===== config.mk =====
export PLATFORM = sky130hd
export DESIGN_NAME = run_launcher
export DESIGN_NICKNAME = d
export VERILOG_FILES = /design/src/rtl/run_launcher.sv
export SDC_FILE = /design/constraint.sdc
export NUM_CORES = 1
export LEC_CHECK = 0
export ABC_AREA = 1
export BUFFER_PORTS_ARGS = -buffer_cell sky130_fd_sc_hd__buf_2
export CAP_MARGIN = 40
export CELL_PAD_IN_SITES_DETAIL_PLACEMENT = 1
export CELL_PAD_IN_SITES_GLOBAL_PLACEMENT = 1
export CORE_MARGIN = 4
export CORE_UTILIZATION = 25
export DETAILED_ROUTE_END_ITERATION = 7
export GPL_TIMING_DRIVEN = 0
export PLACE_DENSITY_LB_ADDON = 0.1
export SLEW_MARGIN = 25
export SYNTH_ARGS = -nofsm -noshare
export SYNTH_HDL_FRONTEND = slang
export SYNTH_SLANG_ARGS = --single-unit

===== constraint.sdc =====
create_clock -name Clk -period 2 [get_ports Clk]
set_clock_uncertainty 0.1 [all_clocks]
set_input_delay 0.4 -clock Clk [delete_from_list [all_inputs] [get_ports Clk]]
set_output_delay 0.4 -clock Clk [all_outputs]
set_load 0.01 [all_outputs]

===== src/rtl/run_launcher.sv =====
// Run launcher: puts a processor core through reset and start, waits for the
// core to finish or time out, then reads a 4-byte result from data memory.
module run_launcher #(
    parameter int unsigned INIT_CYCLES = 2,
    parameter int unsigned TIMEOUT     = 1023,
    parameter logic [7:0]  RD_BASE     = 8'h04
) (
    input  logic        Clk,
    input  logic        Reset,
    input  logic        Go,
    output logic        Busy,
    output logic        CoreReset,
    output logic        CoreStart,
    input  logic        CoreAck,
    output logic [7:0]  DmAddr,
    input  logic [7:0]  DmRdData,
    output logic [31:0] Result,
    output logic        Done,
    output logic        TimedOut
);

    localparam int unsigned CNT_W    = 16;
    localparam int unsigned STEP_W   = 4;
    localparam int unsigned RD_BYTES = 4;

    typedef enum logic [2:0] {
        IDLE   = 3'd0,
        INIT   = 3'd1,
        LAUNCH = 3'd2,
        RUN    = 3'd3,
        SETTLE = 3'd4,
        READ   = 3'd5,
        FIN    = 3'd6
    } state_t;

    state_t            state;
    state_t            state_nxt;
    logic [STEP_W-1:0] step;
    logic [STEP_W-1:0] step_nxt;
    logic [CNT_W-1:0]  cnt;
    logic [CNT_W-1:0]  cnt_nxt;
    logic [CNT_W-1:0]  cnt_inc;
    logic              timeout_hit;
    logic              go_accept;

    logic [23:0]       shadow;

    logic              busy_d;
    logic              core_reset_d;
    logic              core_start_d;
    logic              done_d;
    logic [7:0]        dm_addr_d;

    assign cnt_inc   = cnt + 1'b1;
    assign go_accept = (state == IDLE) && Go;

    // State register plus the phase step and RUN cycle counter
    always_ff @(posedge Clk or negedge Reset) begin
        if (!Reset) begin
            state <= IDLE;
            step  <= '0;
            cnt   <= '0;
        end else begin
            state <= state_nxt;
            step  <= step_nxt;
            cnt   <= cnt_nxt;
        end
    end

    // Next-state logic; CoreAck only matters while in RUN
    always_comb begin
        state_nxt   = state;
        step_nxt    = step;
        cnt_nxt     = cnt;
        timeout_hit = 1'b0;
        case (state)
            IDLE: begin
                if (Go) begin
                    state_nxt = INIT;
                    step_nxt  = '0;
                    cnt_nxt   = '0;
                end
            end
            INIT: begin
                if (step == STEP_W'(INIT_CYCLES - 1)) begin
                    state_nxt = LAUNCH;
                    step_nxt  = '0;
                end else begin
                    step_nxt = step + 1'b1;
                end
            end
            LAUNCH: begin
                state_nxt = RUN;
            end
            RUN: begin
                cnt_nxt = cnt_inc;
                // an ack on the final allowed cycle still counts as success
                if (CoreAck) begin
                    state_nxt = SETTLE;
                end else if (cnt_inc == CNT_W'(TIMEOUT)) begin
                    state_nxt   = FIN;
                    timeout_hit = 1'b1;
                end
            end
            SETTLE: begin
                state_nxt = READ;
                step_nxt  = '0;
            end
            READ: begin
                // four address cycles plus one trailing data-capture cycle
                if (step == STEP_W'(RD_BYTES)) begin
                    state_nxt = FIN;
                    step_nxt  = '0;
                end else begin
                    step_nxt = step + 1'b1;
                end
            end
            FIN: begin
                state_nxt = IDLE;
            end
            default: begin
                state_nxt = IDLE;
            end
        endcase
    end

    // Output values for the upcoming state, registered below
    always_comb begin
        busy_d       = (state_nxt != IDLE);
        core_start_d = (state_nxt == INIT) || (state_nxt == LAUNCH);
        core_reset_d = CoreReset;
        done_d       = (state_nxt == FIN);
        dm_addr_d    = 8'h00;
        if (state_nxt == INIT) begin
            core_reset_d = 1'b1;
        end else if (state_nxt == LAUNCH) begin
            core_reset_d = 1'b0;
        end
        if ((state_nxt == READ) && (step_nxt < STEP_W'(RD_BYTES))) begin
            dm_addr_d = RD_BASE + 8'(step_nxt);
        end
    end

    // Registered outputs, result shadow and timeout flag
    always_ff @(posedge Clk or negedge Reset) begin
        if (!Reset) begin
            Busy      <= 1'b0;
            CoreReset <= 1'b1;
            CoreStart <= 1'b0;
            DmAddr    <= 8'h00;
            Done      <= 1'b0;
            TimedOut  <= 1'b0;
            Result    <= 32'h0;
            shadow    <= 24'h0;
        end else begin
            Busy      <= busy_d;
            CoreReset <= core_reset_d;
            CoreStart <= core_start_d;
            DmAddr    <= dm_addr_d;
            Done      <= done_d;
            if (go_accept) begin
                TimedOut <= 1'b0;
            end else if (timeout_hit) begin
                TimedOut <= 1'b1;
            end
            // data lags the address by one cycle; last byte lands with the word
            if (state == READ) begin
                case (step)
                    STEP_W'(1): shadow[23:16] <= DmRdData;
                    STEP_W'(2): shadow[15:8]  <= DmRdData;
                    STEP_W'(3): shadow[7:0]   <= DmRdData;
                    STEP_W'(4): Result        <= {shadow, DmRdData};
                    default: ;
                endcase
            end
        end
    end

endmodule


# Word-level counts from Yosys, hierarchy flattened
# Cells that the tools add are included.
# totals
regBits	92
output_inout_bits	45
# op_classes
addsub	3
n_lt_le_gt_ge	1
eq_ne	15
n_mux	20
reduce_logical	13
# op_table
operator	count
case mux 16 bit (2 select lines)	1
case mux 3 bit (6 select lines)	1
adder 16 x 1 -> 16 bit (second input constant)	1
equality test 16 x 10 -> 1 bit (second input constant)	1
two-way mux 16 bit	1
case mux 4 bit (4 select lines)	1
two-way mux 3 bit	5
equality test 3 bit (second input constant)	4
two-way mux 4 bit	3
AND reduction 2 bit	5
equality test 3 x 2 -> 1 bit (second input constant)	3
equality test 4 x 2 -> 1 bit (second input constant)	2
two-way mux 1 bit	7
equality test 3 x 1 -> 1 bit (second input constant)	2
nonzero test 2 bit	3
adder 3 x 4 -> 5 bit (first input constant)	1
two-way mux 5 bit	1
adder 4 x 1 -> 4 bit (second input constant)	1
equality test 4 x 1 -> 1 bit (second input constant)	1
equality test 4 x 3 -> 1 bit (second input constant)	1
< comparator 4 x 3 -> 1 bit (second input constant)	1
logical NOT 3 bit	1
nonzero test 3 bit	1
logical AND 1 bit	2
other kinds (2)	2

# Logic depth before layout (Yosys ltp)
# logic_depth
ltp_word	8
ltp_mapped	14

# Least setup slack after synthesis
# OpenSTA, ideal clock, no wires.
# synth_timing
path_type	register to register
start	reg step[1]
end	reg DmAddr[3]
setup_ps	133
t_arrival_ps	1733
t_required_ps	1767
setup_slack_ps	34
path_stages_with_launch	13
n_path_buf	0
synth_period_minus_slack_ps	1966
cell_sequence	dfrtp_1 inv_1 ha_1 nand2_1 nand2_1 nand2_1 o21ai_0 nand2_1 a32oi_1 inv_1 ha_1 inv_1 nor2_1
# synth_via
elab_chain_cells	6
word_cells_on_any_way	15
# synth_rtl
element	line	rtl
start: declaration	38	logic [STEP_W-1:0] step;
start signal: assignment	65	step <= step_nxt;
adder 4 x 1 -> 4 bit, or another cell as far along	89, 115	
two-way mux 4 bit (on tied branches)	111, 85	
case mux 4 bit (4 select lines) (*)	76	case (state)
via step_nxt[3]	39	logic [STEP_W-1:0] step_nxt;
< comparator 4 x 3 -> 1 bit	139	if ((state_nxt == READ) && (step_nxt < STEP_W'(RD_BYTES))) begin
logical AND 1 bit	139	
two-way mux 5 bit (*)	139	
via dm_addr_d[3]	52	logic [7:0] dm_addr_d;
end signal: assignment	159	DmAddr <= dm_addr_d;
end: declaration	15	output logic [7:0] DmAddr,
# Mark *: on every way through the listed nets, which the timed path passes. The rest lies on a longest branch.
# A chain may end at the register's enable or synchronous reset.

# Worst setup path after layout
# layout_timing
start	reg step[1]
end	reg DmAddr[0]
# layout_via
elab_chain_cells	6
word_cells_on_any_way	15
# layout_rtl
element	line	rtl
adder 4 x 1 -> 4 bit, or another cell as far along	89, 115	
two-way mux 4 bit, or another cell as far along	111	if (step == STEP_W'(RD_BYTES)) begin
case mux 4 bit (4 select lines) or case mux 3 bit (6 select lines) (tied branches)	76	
< comparator 4 x 3 -> 1 bit or equality test 3 bit (tied branches)	139	
logical AND 1 bit	139	
two-way mux 5 bit (*)	139	
via dm_addr_d[0]	52	
# Marked as above.

==> results.toml <==
[synth]
synth_top_area_share = 0.537
yosysUniqueCellTypes = 35
synth_edf_count = 0
synth-seq-cells = 89
synth-async-reset-ratio = 1.00
yosysSeqAreaShare = 0.543
ys.warnings.count = 0
syn_area_sq_um = 4100
netlist_top_cells_area = "dfrtp_1 (54%), nand2_1 (8.8%), o21ai_0 (4.9%), inv_1 (4.8%), mux2_2 (3.6%)"
yosys.cell_count.top_type = "nand2_1"
synth_cells = 439
postSynthAreaPerCell_sq_um = 9.35
synthTopCellsByCount = "nand2_1 (96), dfrtp_1 (88), inv_1 (53)"
synth_area_leader_cell = "dfrtp_1"
synth_ff_type = "dfrtp_1"

[timing]
worstMarginPinSlew_ps = 565
post-route-period-util = 0.964
max_freq_mhz = 519
finalCriticalPeriod_ps = 1930
hold_violations = 0
setup_slack_ps = 71.6
max_slew_margin = 0.623
setup_violations = 0
report.final.slew_viol_count = 0
grt_setup_unrepaired = "yes"

[route]
routed_wl_mm = 11.5
routed_via_density = 4.36
first_pass_iters = 4
detail-route-antenna-nets = 0
first_iter_violations = 80
drc = 0
dr_total_vias = 3269
wl_per_cell_microns = 15.4

[worst_setup_path]
cp-end-kind = "register"
crit_required_ps = 2170
critPathKind = "register to register"
cp-startpoint = "step[1]"
crit_chain = "inv_2 > ha_4 > nand2_4 > nand2_4 > nand2_4 > o21ai_2 > nand2_1 > a32oi_2 > ha_2 > o2111ai_4 > a21oi_2"
slowest_stage = "dfrtp_1"
r2r-start = "step[1]"
r2r_end = "DmAddr[0]"
critPathMaxFanout = 5
path_common_cell = "nand2_4"
crit_buf_inv = 1
cp_data_arrival_time_ps = 2100
r2r_slack_ps = 70
start_kind = "register"
r2r_cells = 11
path_delay_family = "compound AO/OA/AOI/OAI gates"
slowest_delay_ps = 400

[die]
die_area_sq_um = 18500
fp.dieW_microns = 136
num_rows = 46
initial_core_util = 0.256
die_h_microns = 136
coreArea_sq_um = 16000
io_pins = 57

[clock_network]
clk_latency_ps = 350
clkSinkCount = 89
clkTransAtPathRegs_ps = 70
cts_tree = "done"
htree_num_levels = 3
clock_path_buffers = 2
cts_buffers = 9
cts_root_buf = "clkbuf_16"

[global_routing]
antenna_found_initial = 0
grt_max_degree = 48
grt_pass1_wl_mm = 18.5
grt_usage = 0.129
grt_pass1_vias = 3453
grt_overflow = 0

[power_and_ir_drop]
pwr-share-clk = 0.256
netSwitchingPower_w = 0.00246
power_switching_share = 0.370
irDropWorstVdd_uv = 504
p_comb_frac = 0.348
intPower_w = 0.00418
seqPwrFrac = 0.396
powerDensity_nw_per_um2 = 1230
leakage_nw = 2.54

[min_path]
min_from = "DmRdData[5]"
min_path_cells = 3
min_to = "shadow[21]"
hold_class = "input pin to register"

[place]
dp.cells = 711
gp_congestion = 0.795
place_ws_ps = -415
placed_area_sq_um = 4680
place_hpwl_mm = 8.08
port_buffers = 53

[final_layout]
drive_gt1_frac = 0.368
diodes = 0
nNetsFinal = 548
postLayoutCellArea_sq_um = 5410
syn_to_final_growth_pct = 31.9
layoutNonFillerInstCount = 749
final_util = 0.338

[run_status]
status = "completed"

[flow_run]
maxCapViolCount = 0
-- metrics by stage --
| step | power [W] | hold WS, ps | setup TNS, ps |
|---|---|---|---|
| global placement | 0.00433 | 363 | -49190 |
| global route | 0.00713 | 189 | -318 |
| finish | 0.00664 | 186 | 0 |
| floorplan | 0.00373 | 4.41 | 0 |
| CTS | 0.00642 | 174 | -0.121 |
| detailed placement | 0.00440 | 258 | -2010 |
-- state kept, by name, summed over array words and instances, names as in the netlist --
name,count
Result,32
shadow,24
cnt,16
DmAddr,5
step,4
state,3
Busy,1
CoreReset,1
CoreStart,1
Done,1
TimedOut,1
-- power by group through the flow --
| stage | combinational [W] | sequential [W] | clock (W) |
|---|---|---|---|
| 6_report | 0.00231 | 0.00263 | 0.00170 |
| 5_1_grt | 0.00256 | 0.00270 | 0.00187 |
| 4_1_cts | 0.00200 | 0.00262 | 0.00179 |
| 3_5_place_dp | 0.00175 | 0.00265 | 0 |
| 3_3_place_gp | 0.00170 | 0.00263 | 0 |
| 2_1_floorplan | 0.00104 | 0.00269 | 0 |
-- worst min-delay path, cell delays in order --
cell     delay [ps]
buf_2            90
nand2_1          40
o21ai_0          60
-- area by class of cell --
type,count,area [sq um]
plain buffers,13,98.8
clock buffers,9,225
clock inverters,7,71.3
fillers,1884,10600
inverters,59,229
multi-input cells,280,1810
flip-flops and latches,89,2230
well taps,216,270
repair buffers,76,470
-- metal layers --
layer / track usage / share of wire / vias up
li1: - / - / 1587
met1: 0.170 / 0.47 / 1627
met2: 0.210 / 0.49 / 43
met3: 0.0248 / 0.031 / 12
met4: 0.0487 / 0.015 / 0
met5: 0 / 0 / -
-- cell families after synthesis --
family,synth area share
other,0.000914
AOI/OAI and AO/OA,0.0967
DFF,0.543
and+or+nand+nor,0.213
adders and majority gates,0.0244
muxes,0.0439
buffers and inverters,0.0775
-- timing repair --
item                       4_1_cts  5_1_grt
hold endpoints to repair        42        0
setup endpoints to repair        9       20
buffers inserted                 8       13
pin swaps                        5       26
gates resized for setup         26       45
hold buffers                     1        0
-- placed cells by master, fill, tap and decap left out, drive strengths merged --
cell           n
clkbuf        11
ha             8
nand3         23
buf           86
dfstp          1
inv           63
a31oi          1
clkinv         1
o22ai          5
o21ai         43
nand2        100
a21oi         18
o2111ai        1
dlygate4sd3    1
o21a           1
a32oi          1
nor4b          1
conb           3
nor3           6
nor2          46
dfrtp         88
clkinvlp       2
mux2          16
nand4          7
-- how the worst max path moves through the flow --
stage | depth (start not counted) | slack [ps] | endpoint
6_report | 11 | 70 | DmAddr[0]
5_1_grt | 14 | -80 | Busy
4_1_cts | 11 | -0.1 | DmAddr[0]
3_5_place_dp | 11 | -410 | DmAddr[2]
3_3_place_gp | 1 | -540 | shadow[23]
2_1_floorplan | 12 | 30 | DmAddr[3]
(Power assumes the default switching activity.)
